$ cat src/rtl/serial_add_nbit.sv
`default_nettype none
// ============================================================================
// Module   : serial_add_nbit
// Purpose  : Bit-serial ripple adder. A start pulse loads two WIDTH-bit
//            operands plus a carry-in. One sum bit is produced per clock,
//            LSB first. A single-cycle done pulse marks the registered
//            {carry_out, sum_out} result.
// Revision : 1.0 - initial release
// ============================================================================
module serial_add_nbit #(
  parameter int WIDTH = 2
) (
  input  logic             clk_in,
  input  logic             rst_in,
  input  logic             start_in,
  input  logic             clear_in,
  input  logic [WIDTH-1:0] a_in,
  input  logic [WIDTH-1:0] b_in,
  input  logic             c_in,
  output logic             ready_out,
  output logic             busy_out,
  output logic             done_out,
  output logic [WIDTH-1:0] sum_out,
  output logic             carry_out
);

  // One extra counter bit so the post-increment value WIDTH never wraps.
  localparam int CNT_W = $clog2(WIDTH) + 1;

  localparam logic [1:0] ST_IDLE = 2'd0;
  localparam logic [1:0] ST_RUN  = 2'd1;
  localparam logic [1:0] ST_DONE = 2'd2;

  logic [1:0]       state;
  logic [CNT_W-1:0] cnt;
  logic [WIDTH-1:0] a_sh;
  logic [WIDTH-1:0] b_sh;
  logic             carry;

  logic             a_bit;
  logic             b_bit;
  logic             gen;
  logic             prop;
  logic             sum_bit;
  logic             carry_next;
  logic             last_bit;
  logic [WIDTH-1:0] bit_sel;

  // Per-bit generate/propagate, built from plain 2-input gates.
  assign a_bit      = a_sh[0];
  assign b_bit      = b_sh[0];
  assign gen        = a_bit & b_bit;
  assign prop       = a_bit ^ b_bit;
  assign sum_bit    = prop ^ carry;
  assign carry_next = gen | (carry & prop);
  assign last_bit   = (cnt == CNT_W'(WIDTH - 1));

  // One-hot select of the sum position being written this cycle.
  generate
    for (genvar i = 0; i < WIDTH; i++) begin : g_bit_sel
      assign bit_sel[i] = (cnt == CNT_W'(i));
    end
  endgenerate

  // Control FSM plus operand shift registers and sum/carry result registers.
  always_ff @(posedge clk_in or posedge rst_in) begin
    if (rst_in) begin
      state     <= ST_IDLE;
      cnt       <= '0;
      carry     <= 1'b0;
      a_sh      <= '0;
      b_sh      <= '0;
      sum_out   <= '0;
      carry_out <= 1'b0;
    end else begin
      case (state)
        ST_IDLE: begin
          // clear_in wins over start_in so an abort never launches a new add.
          if (start_in && !clear_in) begin
            a_sh      <= a_in;
            b_sh      <= b_in;
            carry     <= c_in;
            cnt       <= '0;
            sum_out   <= '0;
            carry_out <= 1'b0;
            state     <= ST_RUN;
          end
        end
        ST_RUN: begin
          if (clear_in) begin
            // Abort: partial sum_out/carry_out are left as they are.
            state <= ST_IDLE;
          end else begin
            sum_out <= (sum_out & ~bit_sel) | (bit_sel & {WIDTH{sum_bit}});
            carry   <= carry_next;
            a_sh    <= a_sh >> 1;
            b_sh    <= b_sh >> 1;
            cnt     <= cnt + CNT_W'(1);
            if (last_bit) begin
              carry_out <= carry_next;
              state     <= ST_DONE;
            end
          end
        end
        ST_DONE: begin
          state <= ST_IDLE;
        end
        default: begin
          state <= ST_IDLE;
        end
      endcase
    end
  end

  assign ready_out = (state == ST_IDLE);
  assign busy_out  = (state == ST_RUN);
  assign done_out  = (state == ST_DONE);

endmodule
`default_nettype wire
$ cat config.mk
export PLATFORM = sky130hd
export DESIGN_NAME = serial_add_nbit
export DESIGN_NICKNAME = d
export VERILOG_FILES = /design/src/rtl/serial_add_nbit.sv
export SDC_FILE = /design/constraint.sdc
export NUM_CORES = 1
export LEC_CHECK = 0
export CORE_MARGIN = 1
export CORE_UTILIZATION = 50
export DETAILED_ROUTE_END_ITERATION = 8
export GPL_TIMING_DRIVEN = 0
export PLACE_DENSITY = 0.8
export SLEW_MARGIN = 20
export SYNTH_ARGS = -nofsm -noshare
export SYNTH_HDL_FRONTEND = slang
export SYNTH_SLANG_ARGS = --single-unit
$ cat constraint.sdc
create_clock -name clk_in -period 3.3 [get_ports clk_in]
set_clock_uncertainty 0.2 [all_clocks]
set_input_delay 0.66 -clock clk_in [delete_from_list [all_inputs] [get_ports clk_in]]
set_output_delay 0.66 -clock clk_in [all_outputs]
set_load 0.05 [all_outputs]
After elaboration in Yosys (flattened, before gate mapping)
Index checks and enable logic that the tools add are counted.
W data, S select, Z words.
- register bits after elaboration: 12
- input bits: 9
- output and inout bits: 6
- word-level logic and storage cells: 54
- add/subtract/negate cells: 1
- eq/ne operators: 7
- muxes and demuxes: 22
- bitwise logic cells: 9
- reductions and logical operators: 8
- operator list (cell ; number):
    $mux W2 ; 10
    $pmux W2 S2 ; 5
    $mux W1 ; 5
    $and A2 B2 Y2 ; 2
    $eq A2 B1 Y1 const B ; 2
    $logic_not A2 Y1 ; 2
    $ne A2 B1 Y1 const B ; 2
    $pmux W1 S2 ; 2
    $reduce_and A4 Y1 ; 1
    $ne A3 B2 Y1 const B ; 1
    $reduce_and A3 Y1 ; 1
    $add A2 B1 Y2 const B ; 1
    $and A1 B1 Y1 ; 2
    $eq A2 B2 Y1 const B ; 1
    $ne A2 B2 Y1 const B ; 1
    $not A2 Y2 ; 1
    $or A2 B2 Y2 ; 1
    $reduce_and A2 Y1 ; 1
    $reduce_bool A2 Y1 ; 1
    $xor A1 B1 Y1 ; 2
    $logic_and A1 B1 Y1 ; 1
    $logic_not A1 Y1 ; 1
    $or A1 B1 Y1 ; 1

Longest topological paths before layout
- word-level depth: 6
- depth in mapped cells: 5

Least setup slack after synthesis
Ideal clock, no wire load.
- path kind: flip-flop to output port
- start point: register state[0]
- end point: output ready_out
- data arrival time: 1149 ps
- data required time: 2440 ps
- path slack: 1291 ps
- stages on the path, launching flop included: 3
- buffers on the path: 1
- cell sequence: dfrtp_1 buf_4 nor2_1
- longest elaborated chain between the ends: 1
- RTL lines (element ; RTL line ; RTL):
    start: declaration ; 34 ; logic [1:0] state;
    start signal: assignment ; 68 ; state <= ST_IDLE;
    start signal: assignment ; 86 ; state <= ST_RUN;
    start signal: assignment ; 92 ; state <= ST_IDLE;
    $logic_not A2 Y1 ; 115 ; assign ready_out = (state == ST_IDLE);
    end: declaration ; 20 ; output logic ready_out,
Every way passes these cells.

Final worst setup path
- start point: register state[1]
- end point: output busy_out
- longest elaborated chain between the ends: 1
- RTL lines (element ; RTL line ; RTL):
    $eq A2 B1 Y1 ; 116 ; assign busy_out = (state == ST_RUN);
    end: declaration ; 21 ; output logic busy_out,
Every way passes these cells.

==> out/results.ini <==
[synth]
syn-cell-area_sq_um = 651
synth_area_leaders = dfrtp_1 46%, mux2i_1 12%, inv_1 6.3%, ha_1 3.8%, buf_6 3.5%
synth_compound_area_share_pct = 10.8
yosysMostFrequentCell = dfrtp_1
synth_mux_area_share_pct = 12.3
synth-edff-count = 0
ys_seq_area_share_pct = 46.2
yosys.area_share.simple_pct = 12.9
synthCells = 58
synth_fa_ha_area_share_pct = 6.92
async_reset_ff_share_pct = 100
syn-num-nets = 70
synth_xor_xnor_area_share_pct = 0
synth_top_family_by_area = simple AND/OR/NAND/NOR gates
avgSynthCellArea_sq_um = 11.2
ys_seq_elements = 12
synth_top_area_share_pct = 46.2
ys_warn_count = 0
yosysUniqueCellTypes = 23
synthTopCellsByCount = 12 x dfrtp_1, 11 x inv_1, 8 x mux2i_1
ys.flop_type = dfrtp_1
yosys.area.top_type = dfrtp_1

[route]
dr_total_vias = 463
drc_errors = 0
first_iter_violations = 4
postRouteAntennaNets = 0
wirelength_mm = 1.23
vias_per_cell = 5.14
drtPass1Iterations = 2
avgRoutedWirePerCell_um = 13.7

[sta]
setup_viol = 0
fmax_mhz = 362
setup_ws_ps = 541
rsz0062_at_grt = no
period_needed_ps = 2760
max_slew_margin_pct = 67.1
min_period_over_period_pct = 83.6
tightest_slew_ps = 491
finalHoldViolCount = 0
maxSlewViolCount = 0
setup-tns-final_ps = 0

[flow_run]
drv_cap = 0

[power_and_ir_drop]
power.density_mw_per_mm2 = 671
power_frac_clock_pct = 20.6
p_leak_nw = 0.406
p_total_mw = 0.567
irDropWorstVdd_uv = 454
power_switching_mw = 0.212
p_seq_share_pct = 35.8
combPwrFrac_pct = 43.6
p_sw_share_pct = 37.4
p_int_mw = 0.355

[clock_tree]
cts_made_buffers = 3
clockRootBuffer = clkbuf_4
cts_tree = built
cts_sinks = 12
postCtsSetupRepairBufs = 0
clk_latency_ps = 270
path_clk_slew_ps = 80
cts_resized = 0
cts.path.max_buffers = 2
ctsHoldBuffers = 0
htreeDepth = 1

[setup_path]
crit_type = flop to primary output
cp-start-kind = flop
critPathArrivalTime_ps = 1900
crit_required_ps = 2440
endpoint_kind = primary output
worst-path-max-fanout = 10

[finish]
drive_gt1_share_pct = 14.5
area_growth_pct = 29.8
nets = 89
n_antenna_cell = 0
nFillCells = 77

[die]
io_pins = 15
core_sq_mm = 0.00116
num_rows = 12
start_util_pct = 56.3
die-area_sq_mm = 0.00145
die_w_um = 38.1
fp.dieH_um = 38.1

[global_routing]
grt_overflow = 0
grt_max_degree = 13
antenna_found_initial = 0
grt_pass1_wl_mm = 2.04
grt.total_usage_pct = 21.7
grt_pass1_vias = 440

[place]
io_buffer_count = 14
gp_congestion = 0.814
place_ws_ps = 850
hpwl_um = 884

[hold_path]
min_path_type = flop to flop

[outcome]
status = finished, final reports clean

==> critical path, stage by stage, from the launching register on <==
cell	delay, ps
dfrtp_1	470
nand2b_4	180
buf_6	140
inv_1	50
clkdlybuf4s50_1	780
==> flip-flops by register name, indices dropped and copies added, names as in the netlist <==
register / count
a_sh: 2
b_sh: 2
cnt: 2
state: 2
sum_out: 2
carry: 1
carry_out: 1
==> layout make-up <==
type | count | area [sq um] | share of cell area, %
plain buffers | 3 | 30.0 | 3.56
inverters | 11 | 41.3 | 4.89
flip-flops and latches | 12 | 300 | 35.6
multi-input cells | 32 | 279 | 33.0
well taps | 14 | 17.5 | 2.07
clock buffers | 4 | 36.3 | 4.30
repair buffers | 14 | 140 | 16.6
==> metal layers <==
metal / global-route usage, % / up-vias / wire, um
met5: 0 / - / 0
met4: 10.7 / 0 / 10
met3: 3.49 / 2 / 40
met2: 32.2 / 13 / 574
met1: 31.0 / 216 / 606
li1: - / 232 / -
==> path summary, 6_finish.rpt <==
kind,depth (start not counted),to,start,slack [ps]
hold reg to reg,1,sum_out[1]$_DFFE_PP0P_,sum_out[1]$_DFFE_PP0P_,300
min in group asynchronous,2,carry_out$_DFFE_PP0P_,rst_in,490
setup / recovery,4,busy_out,state[1]$_DFFE_PP0P_,540
hold / removal,1,sum_out[1]$_DFFE_PP0P_,sum_out[1]$_DFFE_PP0P_,300
setup reg to reg,4,b_sh[1]$_DFFE_PP0P_,state[1]$_DFFE_PP0P_,1680
max in group asynchronous,2,a_sh[0]$_DFFE_PP0P_,rst_in,2090
==> cell usage in the layout, fill, tap and decap left out, types with 3 or more instances in the layout <==
master,n
dfrtp_1,12
clkbuf_4,3
inv_1,11
mux2i_1,8
clkdlybuf4s50_1,14
==> power groups by stage <==
stage | combinational [mW] | sequential, mW | clock (mW)
4_1_cts | 0.248 | 0.203 | 0.118
3_5_place_dp | 0.246 | 0.206 | 0
5_1_grt | 0.264 | 0.206 | 0.131
3_3_place_gp | 0.238 | 0.205 | 0
6_report | 0.247 | 0.203 | 0.117
2_1_floorplan | 0.140 | 0.238 | 0
==> through the flow <==
step | utilization (%) | hold slack [ps] | instances | cell area, sq um
2_1_floorplan | - | 293 | 58 | 651
3_3_place_gp | 69.9 | 282 | 86 | 808
3_5_place_dp | 69.9 | 275 | 86 | 808
4_1_cts | 73.1 | 304 | 90 | 845
5_1_grt | 73.1 | 317 | 90 | 845
6_report | 73.1 | 297 | 90 | 845
==> cells by family after synthesis <==
logic type | count (synthesis)
buffers and inverters | 14
adder cells (fa/ha/maj) | 3
multiplexers | 8
flip-flops | 12
AND/OR/NAND/NOR | 12
AO/OA/AOI/OAI | 9
Note: power is estimated with default switching activity, not from simulation.
